## src/rtl/orient_hist_pkg.sv

```systemverilog
// Shared constants and FSM state encoding for the orientation histogram
// and the downstream descriptor block.
package orient_hist_pkg;

    localparam int NBINS   = 36;
    localparam int DEG_MAX = 360;
    localparam int BW      = DEG_MAX / NBINS;
    localparam int BIN_W   = 6;

    typedef enum logic [1:0] {
        ST_ACCUM = 2'd0,
        ST_DRAIN = 2'd1,
        ST_SCAN  = 2'd2,
        ST_OUT   = 2'd3
    } oh_state_e;

endpackage

```

## src/rtl/deg_to_bin.sv

```systemverilog
// Registered degree -> angular bin conversion with illegal-degree flag.
// Bin index is found by comparing against multiples of the bin width,
// which is exact for every legal degree without a divider.
module deg_to_bin #(
    parameter int NBINS = 36,
    parameter int DEG_W = 12
) (
    input  logic                              clk,
    input  logic                              rst,
    input  logic                              vld_i,
    input  logic [DEG_W-1:0]                  deg_i,
    output logic                              vld_o,
    output logic [orient_hist_pkg::BIN_W-1:0] bin_o,
    output logic                              bad_o
);
    import orient_hist_pkg::*;

    localparam int BW_P = DEG_MAX / NBINS;

    logic [BIN_W-1:0] bin_d, bin_q;
    logic             bad_d;
    logic             vld_q, bad_q;

    // Bin = number of bin boundaries at or below the degree; flag out-of-range
    always_comb begin
        bin_d = '0;
        bad_d = (deg_i >= DEG_W'(DEG_MAX));
        for (int k = 1; k < NBINS; k++) begin
            if (deg_i >= DEG_W'(k * BW_P)) begin
                bin_d = BIN_W'(k);
            end
        end
    end

    // Stage 1 register: illegal samples are dropped but reported
    always_ff @(posedge clk) begin
        if (rst) begin
            vld_q <= 1'b0;
            bad_q <= 1'b0;
        end else begin
            vld_q <= vld_i & ~bad_d;
            bad_q <= vld_i & bad_d;
        end
        bin_q <= bin_d;
    end

    assign vld_o = vld_q;
    assign bad_o = bad_q;
    assign bin_o = bin_q;

endmodule

```

## src/rtl/orient_hist.sv

```systemverilog
// Orientation histogram: accumulates magnitude-weighted votes per angular
// bin over one keypoint window, then scans for the dominant bin and emits
// a single held result with a one-cycle valid pulse.
module orient_hist #(
    parameter int NBINS = orient_hist_pkg::NBINS,
    parameter int DEG_W = 12,
    parameter int MAG_W = 10,
    parameter int ACC_W = 18
) (
    input  logic             clk,
    input  logic             rst,
    input  logic             in_valid,
    output logic             in_ready,
    input  logic [DEG_W-1:0] in_degree,
    input  logic [MAG_W-1:0] in_mag,
    input  logic             in_last,
    output logic             out_valid,
    output logic [5:0]       out_bin,
    output logic [DEG_W-1:0] out_peak_deg,
    output logic [ACC_W-1:0] out_peak_val,
    output logic             out_sat,
    output logic             out_bad
);
    import orient_hist_pkg::*;

    localparam int BW_L  = DEG_MAX / NBINS;
    localparam int SUM_W = ACC_W + 1;

    oh_state_e        state_q, state_d;
    logic             accept;
    logic             vld_p1, bad_p1;
    logic [BIN_W-1:0] bin_p1;
    logic [MAG_W-1:0] mag_p1_q;
    logic [ACC_W-1:0] bins_q [NBINS];
    logic [ACC_W:0]   acc_res;
    logic             sat_q, bad_q;
    logic [BIN_W-1:0] scan_idx_q, max_idx_q, cand_idx;
    logic [ACC_W-1:0] max_val_q, cand_val;
    logic             scan_last;
    logic [DEG_W-1:0] peak_deg_d;
    logic [5:0]       out_bin_q;
    logic [DEG_W-1:0] out_deg_q;
    logic [ACC_W-1:0] out_val_q;
    logic             out_sat_q, out_bad_q;

    // Saturating add; MSB of the result is the saturation indicator
    function automatic logic [ACC_W:0] sat_add(input logic [ACC_W-1:0] a,
                                               input logic [MAG_W-1:0] b);
        logic [SUM_W-1:0] sum;
        sum = {1'b0, a} + SUM_W'(b);
        if (sum[ACC_W]) begin
            return {1'b1, {ACC_W{1'b1}}};
        end
        return sum;
    endfunction

    assign accept    = in_valid & in_ready;
    assign in_ready  = (state_q == ST_ACCUM);
    assign out_valid = (state_q == ST_OUT);

    deg_to_bin #(.NBINS(NBINS), .DEG_W(DEG_W)) u_deg_to_bin (
        .clk   (clk),
        .rst   (rst),
        .vld_i (accept),
        .deg_i (in_degree),
        .vld_o (vld_p1),
        .bin_o (bin_p1),
        .bad_o (bad_p1)
    );

    // Stage 1: magnitude travels alongside the bin index
    always_ff @(posedge clk) begin
        if (accept) begin
            mag_p1_q <= in_mag;
        end
    end

    assign acc_res = sat_add(bins_q[bin_p1], mag_p1_q);

    // Stage 2: bin accumulation; bins clear on reset and after each result
    always_ff @(posedge clk) begin
        if (rst || state_q == ST_OUT) begin
            for (int i = 0; i < NBINS; i++) begin
                bins_q[i] <= '0;
            end
        end else if (vld_p1) begin
            bins_q[bin_p1] <= acc_res[ACC_W-1:0];
        end
    end

    // Sticky per-window saturation and illegal-degree flags
    always_ff @(posedge clk) begin
        if (rst || state_q == ST_OUT) begin
            sat_q <= 1'b0;
            bad_q <= 1'b0;
        end else begin
            sat_q <= sat_q | (vld_p1 & acc_res[ACC_W]);
            bad_q <= bad_q | bad_p1;
        end
    end

    // Running maximum candidate; strict compare keeps the lowest index on ties
    always_comb begin
        cand_val = max_val_q;
        cand_idx = max_idx_q;
        if (bins_q[scan_idx_q] > max_val_q) begin
            cand_val = bins_q[scan_idx_q];
            cand_idx = scan_idx_q;
        end
    end

    assign scan_last  = (scan_idx_q == BIN_W'(NBINS - 1));
    assign peak_deg_d = DEG_W'(cand_idx) * DEG_W'(BW_L) + DEG_W'(BW_L / 2);

    // Scan pointer and running max, restarted while draining
    always_ff @(posedge clk) begin
        if (rst || state_q == ST_DRAIN) begin
            scan_idx_q <= '0;
            max_idx_q  <= '0;
            max_val_q  <= '0;
        end else if (state_q == ST_SCAN) begin
            scan_idx_q <= scan_idx_q + 1'b1;
            max_idx_q  <= cand_idx;
            max_val_q  <= cand_val;
        end
    end

    // Result registers, loaded on the final scan step and held until the next
    always_ff @(posedge clk) begin
        if (rst) begin
            out_bin_q <= '0;
            out_deg_q <= '0;
            out_val_q <= '0;
            out_sat_q <= 1'b0;
            out_bad_q <= 1'b0;
        end else if (state_q == ST_SCAN && scan_last) begin
            out_bin_q <= 6'(cand_idx);
            out_deg_q <= peak_deg_d;
            out_val_q <= cand_val;
            out_sat_q <= sat_q;
            out_bad_q <= bad_q;
        end
    end

    assign out_bin      = out_bin_q;
    assign out_peak_deg = out_deg_q;
    assign out_peak_val = out_val_q;
    assign out_sat      = out_sat_q;
    assign out_bad      = out_bad_q;

    // FSM state register
    always_ff @(posedge clk) begin
        if (rst) begin
            state_q <= ST_ACCUM;
        end else begin
            state_q <= state_d;
        end
    end

    // FSM next state: ACCUM -> DRAIN -> SCAN (NBINS cycles) -> OUT -> ACCUM
    always_comb begin
        state_d = state_q;
        case (state_q)
            ST_ACCUM: if (accept && in_last) state_d = ST_DRAIN;
            ST_DRAIN: state_d = ST_SCAN;
            ST_SCAN:  if (scan_last) state_d = ST_OUT;
            ST_OUT:   state_d = ST_ACCUM;
            default:  state_d = ST_ACCUM;
        endcase
    end

endmodule

```

## config.mk

```make
export PLATFORM = sky130hd
export DESIGN_NAME = orient_hist
export DESIGN_NICKNAME = d
export VERILOG_FILES = /design/src/rtl/orient_hist_pkg.sv /design/src/rtl/deg_to_bin.sv /design/src/rtl/orient_hist.sv
export SDC_FILE = /design/constraint.sdc
export NUM_CORES = 2
export LEC_CHECK = 0
export CAP_MARGIN = 20
export CORE_MARGIN = 3
export CORE_UTILIZATION = 55
export CTS_BUF_LIST = sky130_fd_sc_hd__clkbuf_16
export DETAILED_ROUTE_END_ITERATION = 6
export PLACE_DENSITY = 0.77
export SLEW_MARGIN = 20
export SYNTH_ARGS = -nofsm -noshare
export SYNTH_HDL_FRONTEND = slang
export SYNTH_SLANG_ARGS = --single-unit
```

## constraint.sdc

```tcl
create_clock -name clk -period 9 [get_ports clk]
set_clock_uncertainty 0.2 [all_clocks]
set_input_delay 2.25 -clock clk [delete_from_list [all_inputs] [get_ports clk]]
set_output_delay 2.25 -clock clk [all_outputs]
set_load 0.02 [all_outputs]
```

==> results.ini <==
[drt]
routed_wl_um=217600
drt_iter0_markers=8120
firstDrtPassIters=7
route.detailed.drc=4
ant_nets=0
vias=43865
routed_via_density=7.540
routedWlPerCell_um=37.40

[synthesis]
yosysSeqAreaShare_pct=59.70
muxShareOfSynthArea_pct=18.98
synth_cells=4218
yosysUniqueCellTypes=89
synth_top_family_by_area=multiplexers
yosysTopAreaCellShare_pct=56.95
synth-compound-area-share_pct=8.199
netlist_top_cells_count=edfxtp_1 (1162), nor2_1 (760), mux4_2 (449)
mappedNetlistNets=4288
synth_adder_area_share_pct=0.9231
synth_top_flop_cell=edfxtp_1
yosysWarnings=0
synth_xor_area_share_pct=0.2859
async_flop_share_pct=0
yosys.area_share.simple_pct=8.473
synth.area.top_cells=edfxtp_1 (57%), mux4_2 (17%), nor2_1 (4.7%), a22oi_1 (3.1%), dfxtp_1 (2.7%)
synth_edf_count=1162
netlist_area_um2=61270
synth.most_common_cell=edfxtp_1
yosys.area.top_type=edfxtp_1
yosys_register_bits=1246
syn_avg_cell_area_um2=14.53

[hold_path]
min_path_type=reg -> reg
worstHoldEndpoint=bad_q$_SDFF_PP0_
whs_path_depth=1
hold_start=u_deg_to_bin.bad_o$_SDFF_PP0_

[worst_setup_path]
critPathKind=reg -> reg
reg2regPathDepth=19
r2r-end=bins_q[48][1]$_DFFE_PP_
arrival_ns=8.06
cp-start-kind=flip-flop
critPathCaptureType=flip-flop
crit_required_ns=9.24
worstPathMaxFanout=38
reg2reg_setup_slack_ns=1.18
regToRegStartpoint=u_deg_to_bin.bin_o[0]$_SDFF_PP1_

[power_and_ir_drop]
vdd_drop_max_uv=181.5
p_per_area_nw_per_um2=228.1
p_leak_nw=22.68
report.power.total_mw=15.56

[global_route]
antenna_found_initial=11
track_usage_pct=37.46
grt_pass1_wl_um=307300
grt_max_degree=73
grt_pass1_vias=41999
grt-ovfl-total=0

[final_layout]
fillers=7702
drive_gt1_share_pct=23.33
nets=4304
synthToLayoutAreaGrowth_pct=11.34

[die]
die_h_um=339.8
io_pins=66
die_area_um2=115400
design.core.area_um2=109800
fp.dieW_um=339.8
num_rows=121
initial_core_util_pct=55.82

[timing]
rsz0062_at_grt=false
timing.final.crit_share_pct=86.86
hold_violations=0
tns_ns=0
setup_viol=0
worst_pin_slew_ns=1.251
maxSlewViolCount=0
fmax_mhz=127.9
max_slew_margin_pct=15.88
worst_slack_ns=1.182
period_minus_slack_ns=7.818
whs_ns=0.2274

[cts]
insertion_delay_ns=0.77
cts_resized=0
cts_tree=yes
clk_pin_slew_ns=0.06
clock_sinks=1246
htreeDepth=4
cts_hold_buffers=0
numCtsBuffers=131
cts_setup_buffers=0
clock_path_buffers=3
cts_root_buf=clkbuf_16

[placed_design]
gp_congestion=1.023
dp_hpwl_um=137400
pre_cts_slack_ns=1.688
port_buffers=64

[run_status]
status=finished, violations left
violations=design-rule violations

[flow_run]
drv_cap=0

## final cells by class
class                      count  area (µm²)  area share (%)
clock inverter               100       904.6           1.326
timing repair buffer         262        2387           3.500
inverter                      64       240.2          0.3522
clock buffer                 136        3403           4.989
sequential                  1246       36600           53.66
tap                         1476        1847           2.707
multi-input combinational   2529       22820           33.45
antenna                        5       12.51         0.01834
## flip-flops by register name, summed over array words and instances, names as in the netlist, 2 cells and up, named ones only
signal,cells
scan_idx_q,6
state_q,2
mag_p1_q,10
max_idx_q,6
max_val_q,18
u_deg_to_bin.bin_o,6
out_peak_val,18
out_bin,6
bins_q,1152
out_peak_deg,10
## report_power, final
part | switching (mW) | leakage, nW | internal (mW)
clock network | 2.34 | 2.19 | 3.15
logic | 2.05 | 8.46 | 0.936
registers | 0.168 | 12.0 | 6.91
total | 4.56 | 22.7 | 11.0
## layout by cell type, fill, tap and decap left out, types with 16 or more instances in the layout
| cell type | n |
|---|---|
| o211ai_1 | 16 |
| nor2_2 | 52 |
| inv_1 | 76 |
| nor2_1 | 729 |
| o21ai_0 | 46 |
| clkinv_1 | 26 |
| clkbuf_16 | 136 |
| a221oi_1 | 72 |
| nand4_1 | 38 |
| clkinv_2 | 18 |
| buf_4 | 176 |
| a31oi_1 | 25 |
| a22oi_1 | 254 |
| ha_1 | 42 |
| dfxtp_1 | 77 |
| a22o_1 | 41 |
| nor2_4 | 20 |
| nand3_1 | 35 |
| nand2_1 | 162 |
| clkdlybuf4s50_1 | 63 |
| buf_12 | 20 |
| edfxtp_1 | 1162 |
| nor3_1 | 44 |
| mux4_2 | 449 |
| a41oi_1 | 18 |
| a211oi_1 | 39 |
| a21oi_1 | 75 |
| mux2i_1 | 94 |
| mux2_2 | 46 |
## critical path, cell delays in order (launching register included)
cell and delay [ns]:
dfxtp_4 0.81, nor3b_4 0.97, buf_4 0.40, a22oi_1 0.12, a41oi_1 0.68, nor4_1 0.17
o221ai_1 0.26, ha_1 0.30, inv_1 0.07, fa_1 0.40, nor2b_1 0.14, o21ai_0 0.11
a21boi_0 0.28, o21a_1 0.21, o2111a_1 0.52, o311ai_2 0.26, nor3_4 0.28, buf_4 0.45
nor2b_2 0.11, inv_1 0.64
## stage by stage
stage          instance area (µm²)  utilization, %  std cells
6_report                     68210           62.15       5818
5_1_grt                      68200           62.14       5813
4_1_cts                      68170           62.10       5811
3_5_place_dp                 63860           58.18       5575
3_3_place_gp                 63850           58.17       5575
2_1_floorplan                61270               -       4218
## how the worst max path moves through the flow
| stage | start | to | slack (ns) | cells after the start |
|---|---|---|---|---|
| final | u_deg_to_bin.bin_o[0]$_SDFF_PP1_ | bins_q[48][1]$_DFFE_PP_ | 1.18 | 19 |
| after global routing | u_deg_to_bin.bin_o[0]$_SDFF_PP1_ | bins_q[46][16]$_DFFE_PP_ | 1.23 | 19 |
| after CTS | u_deg_to_bin.bin_o[0]$_SDFF_PP1_ | bins_q[40][16]$_DFFE_PP_ | 1.66 | 20 |
| after detailed placement | u_deg_to_bin.bin_o[0]$_SDFF_PP1_ | bins_q[62][16]$_DFFE_PP_ | 1.69 | 20 |
| after global placement | flip-flop | out_peak_deg[8]$_SDFFE_PP0P_ | 1.74 | 22 |
| after floorplan | flip-flop | out_peak_deg[9]$_SDFFE_PP0P_ | 1.81 | 24 |
## metal layers
metal | vias up | GRT usage, % | wire length, µm
li1 | 16746 | - | -
met3 | 1031 | 14.93 | 38170
met5 | - | 0.6250 | 503
met2 | 4616 | 52.89 | 91370
met4 | 12 | 24.08 | 18510
met1 | 21460 | 48.25 | 69070
## cells by family after synthesis
group | Yosys count
DFF | 1246
and+or+nand+nor | 1194
AOI/OAI and AO/OA | 678
muxes | 592
buffers and inverters | 443
adders and majority gates | 44
xor gates and xnor gates | 20
other | 1
No activity file was read; power rests on OpenSTA's default activity.
